File: config.mk
export PLATFORM = sky130hd
export DESIGN_NAME = seq_detector
export DESIGN_NICKNAME = d
export VERILOG_FILES = /design/src/rtl/seq_det_pkg.sv /design/src/rtl/seq_shreg.sv /design/src/rtl/seq_detector.sv
export SDC_FILE = /design/constraint.sdc
export NUM_CORES = 1
export LEC_CHECK = 0
export ABC_CLOCK_PERIOD_IN_PS = 2100
export CAP_MARGIN = 20
export CORE_UTILIZATION = 50
export DETAILED_ROUTE_END_ITERATION = 8
export DONT_BUFFER_PORTS = 1
export GPL_TIMING_DRIVEN = 0
export SLEW_MARGIN = 0
export SYNTH_ARGS = -nofsm -noshare
export SYNTH_HDL_FRONTEND = slang
export SYNTH_SLANG_ARGS = --single-unit
export TNS_END_PERCENT = 50
File: constraint.sdc
create_clock -name clk -period 2.1 [get_ports clk]
set_input_delay 0.63 -clock clk [delete_from_list [all_inputs] [get_ports clk]]
set_output_delay 0.63 -clock clk [all_outputs]
set_load 0.02 [all_outputs]
File: src/rtl/seq_det_pkg.sv
// Shared types and constants for the serial sequence detector.
package seq_det_pkg;

  typedef enum logic [1:0] {
    IDLE  = 2'd0,
    HUNT  = 2'd1,
    ARMED = 2'd2
  } seq_state_t;

  localparam logic [7:0] SEQ_DEF_PAT = 8'b1001_0001;

endpackage : seq_det_pkg

File: src/rtl/seq_shreg.sv
// History shift register plus saturating fill counter for seq_detector.
// Clear has priority over shift; full_next is only meaningful when shift is high.
module seq_shreg #(
  parameter int PAT_W = 8
) (
  input  logic             clk,
  input  logic             rst_,
  input  logic             shift,
  input  logic             clear,
  input  logic             din,
  output logic [PAT_W-1:0] hist,
  output logic [PAT_W-1:0] hist_next,
  output logic             full_next
);

  localparam int                FILL_W   = $clog2(PAT_W + 1);
  localparam logic [FILL_W-1:0] FILL_MAX = FILL_W'(PAT_W);

  logic [PAT_W-1:0]  hist_q, hist_d;
  logic [FILL_W-1:0] fill_q, fill_d;

  assign hist      = hist_q;
  assign hist_next = {hist_q[PAT_W-2:0], din};
  // A shift this cycle leaves the history full if it is already full or one short.
  assign full_next = (fill_q == FILL_MAX) || (fill_q == FILL_MAX - 1'b1);

  always_comb begin
    // NOTE: every output of a combinational block gets a default first, so no path leaves it unassigned and a latch is never inferred.
    hist_d = hist_q;
    fill_d = fill_q;
    if (clear) begin
      hist_d = '0;
      fill_d = '0;
    end else if (shift) begin
      hist_d = hist_next;
      if (fill_q != FILL_MAX) fill_d = fill_q + 1'b1;
    end
  end

  always_ff @(posedge clk or negedge rst_) begin
    if (!rst_) begin
      // NOTE: state registers use non-blocking assignments so every flop samples pre-edge values regardless of statement order.
      hist_q <= '0;
      fill_q <= '0;
    end else begin
      hist_q <= hist_d;
      fill_q <= fill_d;
    end
  end

endmodule : seq_shreg

File: src/rtl/seq_detector.sv
// Serial sequence detector: masked pattern match over the last PAT_W valid bits.
// Optional saturating match counter enabled by defining SEQDET_CNT_EN.
module seq_detector
  import seq_det_pkg::*;
#(
  parameter int PAT_W = 8,
  parameter int CNT_W = 8
) (
  input  logic             clk,
  input  logic             rst_,
  input  logic             din_valid,
  input  logic             din,
  input  logic             pat_load,
  input  logic [PAT_W-1:0] pat_in,
  input  logic [PAT_W-1:0] mask_in,
  input  logic             overlap,
  input  logic             cnt_clr,
  output logic             find_out,
  output logic             armed,
  output logic [CNT_W-1:0] match_cnt
);

  seq_state_t       state_q, state_d;
  logic [PAT_W-1:0] pat_q, mask_q;
  logic             find_q, armed_q;

  logic             shift, hit, sr_clear, full_next;
  logic [PAT_W-1:0] hist_next, unused_hist;

  // A load in the same cycle discards the incoming bit.
  assign shift    = din_valid && !pat_load && (state_q != IDLE);
  assign hit      = shift && full_next && ((hist_next ^ pat_q) & mask_q) == '0;
  assign sr_clear = pat_load || (hit && !overlap);

  seq_shreg #(.PAT_W(PAT_W)) u_shreg (
    .clk       (clk),
    .rst_      (rst_),
    .shift     (shift),
    .clear     (sr_clear),
    .din       (din),
    .hist      (unused_hist),
    .hist_next (hist_next),
    .full_next (full_next)
  );

  always_comb begin
    state_d = state_q;
    if (pat_load) begin
      state_d = HUNT;
    end else begin
      unique case (state_q)
        IDLE:  state_d = IDLE;
        HUNT:  if (shift && full_next && !(hit && !overlap)) state_d = ARMED;
        ARMED: if (hit && !overlap) state_d = HUNT;
        default: state_d = IDLE;
      endcase
    end
  end

  always_ff @(posedge clk or negedge rst_) begin
    if (!rst_) begin
      state_q <= IDLE;
      pat_q   <= '0;
      mask_q  <= '0;
      find_q  <= 1'b0;
      armed_q <= 1'b0;
    end else begin
      state_q <= state_d;
      if (pat_load) begin
        pat_q  <= pat_in;
        mask_q <= mask_in;
      end
      find_q  <= hit;
      armed_q <= (state_d == ARMED);
    end
  end

  assign find_out = find_q;
  assign armed    = armed_q;

`ifdef SEQDET_CNT_EN
  logic [CNT_W-1:0] cnt_q, cnt_d;

  always_comb begin
    cnt_d = cnt_q;
    if (cnt_clr)                cnt_d = '0;
    else if (hit && cnt_q != '1) cnt_d = cnt_q + 1'b1;
  end

  always_ff @(posedge clk or negedge rst_) begin
    if (!rst_) cnt_q <= '0;
    else       cnt_q <= cnt_d;
  end

  assign match_cnt = cnt_q;
`else
  logic unused_cnt_clr;
  assign unused_cnt_clr = cnt_clr;
  assign match_cnt      = '0;
`endif

endmodule : seq_detector

==> report_table.html <==
<table>
<tr><th>Metric</th><th>Value</th></tr>
<tr><th colspan="2">STA</th></tr>
<tr><td>TNS Setup</td><td>0 ns</td></tr>
<tr><td>Crit share post-route</td><td>0.948</td></tr>
<tr><td>Achievable clock frequency</td><td>about 500 MHz</td></tr>
<tr><td>Final setup violation count</td><td>0</td></tr>
<tr><td>Final hold violation count</td><td>0</td></tr>
<tr><td>Max Transition Viols Final</td><td>0</td></tr>
<tr><td>Worst clock skew</td><td>slightly above 0.008 ns</td></tr>
<tr><td>RSZ-0062 raised after global routing</td><td>false</td></tr>
<tr><td>Shortest clock period the worst path allows after layout</td><td>approximately 2.0 ns</td></tr>
<tr><td>Worst Tran Pin Value</td><td>roughly 0.57 ns</td></tr>
<tr><td>Final Hold Slack</td><td>0.116 ns</td></tr>
<tr><td>Worst slew margin relative to its limit</td><td>0.622</td></tr>
<tr><th colspan="2">Power</th></tr>
<tr><td>Highest ir drop seen on vdd</td><td>0.539 mV</td></tr>
<tr><td>PwrDens</td><td>703 nW/um^2</td></tr>
<tr><td>Leak pwr</td><td>~0.83 nW</td></tr>
<tr><th colspan="2">Synthesis</th></tr>
<tr><td>Ys async rst share</td><td>1.00</td></tr>
<tr><td>Most instantiated flip-flop cell in the synthesis netlist</td><td>dfrtp_1</td></tr>
<tr><td>Count of flip-flops with a built-in enable after synthesis</td><td>0</td></tr>
<tr><td>Count of unique library cells instantiated by Yosys</td><td>29</td></tr>
<tr><td>Mean instance size in the synthesized netlist</td><td>12.5 sq um</td></tr>
<tr><td>Number of warnings printed during yosys synthesis</td><td>0</td></tr>
<tr><td>Netlist area before placement</td><td>between 1500 and 2000 sq um</td></tr>
<tr><td>Yosys reg bits</td><td>31</td></tr>
<tr><td>Cells after Synth</td><td>roughly 120</td></tr>
<tr><td>Sequential cell area fraction in the yosys report</td><td>0.512</td></tr>
<tr><th colspan="2">Drt</th></tr>
<tr><td>Residual DRC count</td><td>4</td></tr>
<tr><td>Vias per Instance</td><td>5.41</td></tr>
<tr><td>Number of detailed-routing iterations run before antenna repair</td><td>6</td></tr>
<tr><td>Number of vias in the routed layout</td><td>approximately 940</td></tr>
<tr><td>Wire per inst</td><td>15.1 um</td></tr>
<tr><td>Initial detailed-routing violation count</td><td>31</td></tr>
<tr><td>Antenna viol nets, final</td><td>0</td></tr>
<tr><td>Total Wirelength</td><td>roughly 2.6 mm</td></tr>
<tr><th colspan="2">Global route</th></tr>
<tr><td>Maximum number of pins on one net before global-route repair</td><td>32</td></tr>
<tr><td>Global-route wire length before repair</td><td>around 4.5 mm</td></tr>
<tr><td>Routing usage on met2</td><td>0.311</td></tr>
<tr><td>GR peak layer</td><td>met2</td></tr>
<tr><td>GRT met1 Usage</td><td>0.229</td></tr>
<tr><td>Global router's overall resource usage</td><td>0.191</td></tr>
<tr><td>Met3 demand-to-capacity share in global routing</td><td>0.0680</td></tr>
<tr><td>Number of antenna violations at the first check in global routing</td><td>0</td></tr>
<tr><td>Vias in the first global route</td><td>1000</td></tr>
<tr><td>Total global routing overflow</td><td>0</td></tr>
<tr><th colspan="2">Worst setup path</th></tr>
<tr><td>Required time of the worst setup path</td><td>2.31 ns</td></tr>
<tr><td>Critical Path Start</td><td>u_shreg.fill_q[0]</td></tr>
<tr><td>Cells on worst reg2reg path</td><td>7</td></tr>
<tr><td>Arr. time, crit path</td><td>around 2.2 ns</td></tr>
<tr><td>Launching point of the worst reg2reg path</td><td>u_shreg.fill_q[0]</td></tr>
<tr><td>Critical path launch point type</td><td>register</td></tr>
<tr><td>Worst Path Max Fanout</td><td>7</td></tr>
<tr><td>Worst setup path category</td><td>register to register</td></tr>
<tr><td>Worst Setup End Kind</td><td>register</td></tr>
<tr><th colspan="2">Placement</th></tr>
<tr><td>HPWL after DPL</td><td>roughly 1.8 mm</td></tr>
<tr><td>Routability Congestion</td><td>roughly 0.75</td></tr>
<tr><td>Placed cell areas</td><td>roughly 1600 sq um</td></tr>
<tr><td>Number of port buffers</td><td>0</td></tr>
<tr><th colspan="2">Finish</th></tr>
<tr><td>Layout cells sized above 1</td><td>0.317</td></tr>
<tr><td>Diode insertion count for antenna repair</td><td>0</td></tr>
<tr><td>Final design utilization</td><td>0.616</td></tr>
<tr><td>NumNets Final</td><td>around 170</td></tr>
<tr><td>Non-Filler Cell Area, Final</td><td>roughly 1700 sq um</td></tr>
<tr><td>Layout overhead on the synthesized area</td><td>14.0%</td></tr>
<tr><th colspan="2">Clocking</th></tr>
<tr><td>TritonCTS clock tree</td><td>yes</td></tr>
<tr><td>Clk pin slew, worst setup/hold paths</td><td>roughly 0.10 ns</td></tr>
<tr><td>CTS Buf Count</td><td>5</td></tr>
<tr><td>Skew-Pair Late Insertion Delay</td><td>about 0.33 ns</td></tr>
<tr><td>Clock H-tree levels</td><td>2</td></tr>
<tr><td>Total number of clock tree sinks</td><td>31</td></tr>
<tr><td>Root buffer selected by CTS</td><td>clkbuf_4</td></tr>
<tr><td>Clk buf depth</td><td>2</td></tr>
<tr><th colspan="2">Floorplanning</th></tr>
<tr><td>Area inside the core boundary</td><td>between 2000 and 3000 sq um</td></tr>
<tr><td>Area enclosed by the die boundary</td><td>about 3300 sq um</td></tr>
<tr><td>Ports placed on the boundary</td><td>33</td></tr>
<tr><td>Initial Util</td><td>0.540</td></tr>
<tr><td>Die Wd</td><td>approximately 57 um</td></tr>
<tr><td>Standard-cell rows</td><td>19</td></tr>
<tr><td>Y dimension of the die</td><td>about 57 um</td></tr>
<tr><th colspan="2">Run status</th></tr>
<tr><td>Result of the run</td><td>finished with violations</td></tr>
<tr><td>Failing checks</td><td>DRC</td></tr>
<tr><th colspan="2">Hold path</th></tr>
<tr><td>Worst min-delay path category</td><td>input port to asynchronous set/reset pin</td></tr>
<tr><th colspan="2">Run</th></tr>
<tr><td>Number of max-cap violations</td><td>0</td></tr>
</table>
## layout make-up
class                      count  area (sq um)
multi-input combinational     81           696
tap                           31          38.8
sequential                    31           776
fill                         250          1080
inverter                       6          22.5
buffer                        10          67.6
clock buffer                   8          68.8
timing repair buffer           6          57.6
## flip-flops by register name, indices dropped and copies added (netlist names)
signal	count
find_out	1
u_shreg.hist	7
armed	1
state_q	2
u_shreg.fill_q	4
pat_q	8
mask_q	8
## through the flow
| stage | power (mW) | std cells | worst slack [ns] |
|---|---|---|---|
| 2_1_floorplan | 0.781 | 128 | 0.221 |
| 3_3_place_gp | 0.799 | 159 | 0.0293 |
| 3_5_place_dp | 0.803 | 159 | 0.0143 |
| 4_1_cts | 1.22 | 171 | 0.00359 |
| 5_1_grt | 1.28 | 173 | 0.00177 |
| 6_report | 1.21 | 173 | 0.109 |
## power breakdown
part	internal (mW)	switching, mW	total, mW
clock	0.197	0.199	0.396
combinational	0.0781	0.0817	0.160
sequential	0.633	0.0241	0.657
## Yosys cell counts (2+ instances only)
master | n | share of area
dfrtp_1 | 31 | 0.51
mux2_2 | 16 | 0.12
xor2_1 | 10 | 0.058
buf_4 | 8 | 0.040
a22o_1 | 7 | 0.040
inv_1 | 6 | 0.015
a22oi_1 | 5 | 0.025
ha_1 | 5 | 0.041
nor2_1 | 4 | 0.0099
nor3_1 | 4 | 0.013
nand2_1 | 3 | 0.0074
nand3b_1 | 3 | 0.015
clkbuf_1 | 2 | 0.0050
nor2b_1 | 2 | 0.0083
## worst max-delay path, stage by stage, from the launching register on
cell	delay, ns
dfrtp_1	0.42
inv_2	0.09
ha_4	0.12
nand3b_1	0.14
a2111oi_4	0.39
nand3_2	0.19
o211a_4	0.32
a22o_1	0.21
## worst paths after layout
check	end	slack, ns
max in group asynchronous	mask_q[6]	1.82
min	u_shreg.hist[5]	0.12
max	u_shreg.hist[2]	0.11
min in group clk	u_shreg.hist[0]	0.45
min reg2reg	mask_q[1]	0.52
max reg2reg	u_shreg.hist[2]	0.11
## cell usage in the layout, fill, tap and decap left out, drive strengths merged
cell type and count:
o22ai 1, and3 1, nand3 2, buf 14, mux2i 1, o21ai 1
conb 8, nor2 4, clkbuf 10, a21o 1, a22o 7, mux2 16
nor3 4, ha 5, nand4 1, a2111oi 1, inv 6, xnor2 1
a21oi 1, a22oi 5, dfrtp 31, nor2b 2, o311ai 1, nand2 3
xor2 10, nand3b 3, o211a 2
## metal layers
| metal | wire length, um | vias up | part of all wire |
|---|---|---|---|
| met5 | 0 | - | 0 |
| met4 | 65 | 0 | 0.025 |
| met3 | 133 | 6 | 0.051 |
| met2 | 1340 | 25 | 0.51 |
| met1 | 1070 | 456 | 0.41 |
| li1 | - | 449 | - |
## kinds of logic after synthesis
family	synth area share
other cells	0.00248
simple gates	0.0719
compound gates	0.123
buf+inv	0.0595
fa+ha+maj	0.0413
flops	0.512
xor+xnor	0.0636
mux	0.126
## repair_timing
action,4_1_cts,5_1_grt
buffers inserted,3,2
endpoints found under the setup margin,3,14
hold buffers,1,0
resized for setup,0,6
pin swaps,3,8
hold endpoints to repair,31,0
(Power assumes the default switching activity.)
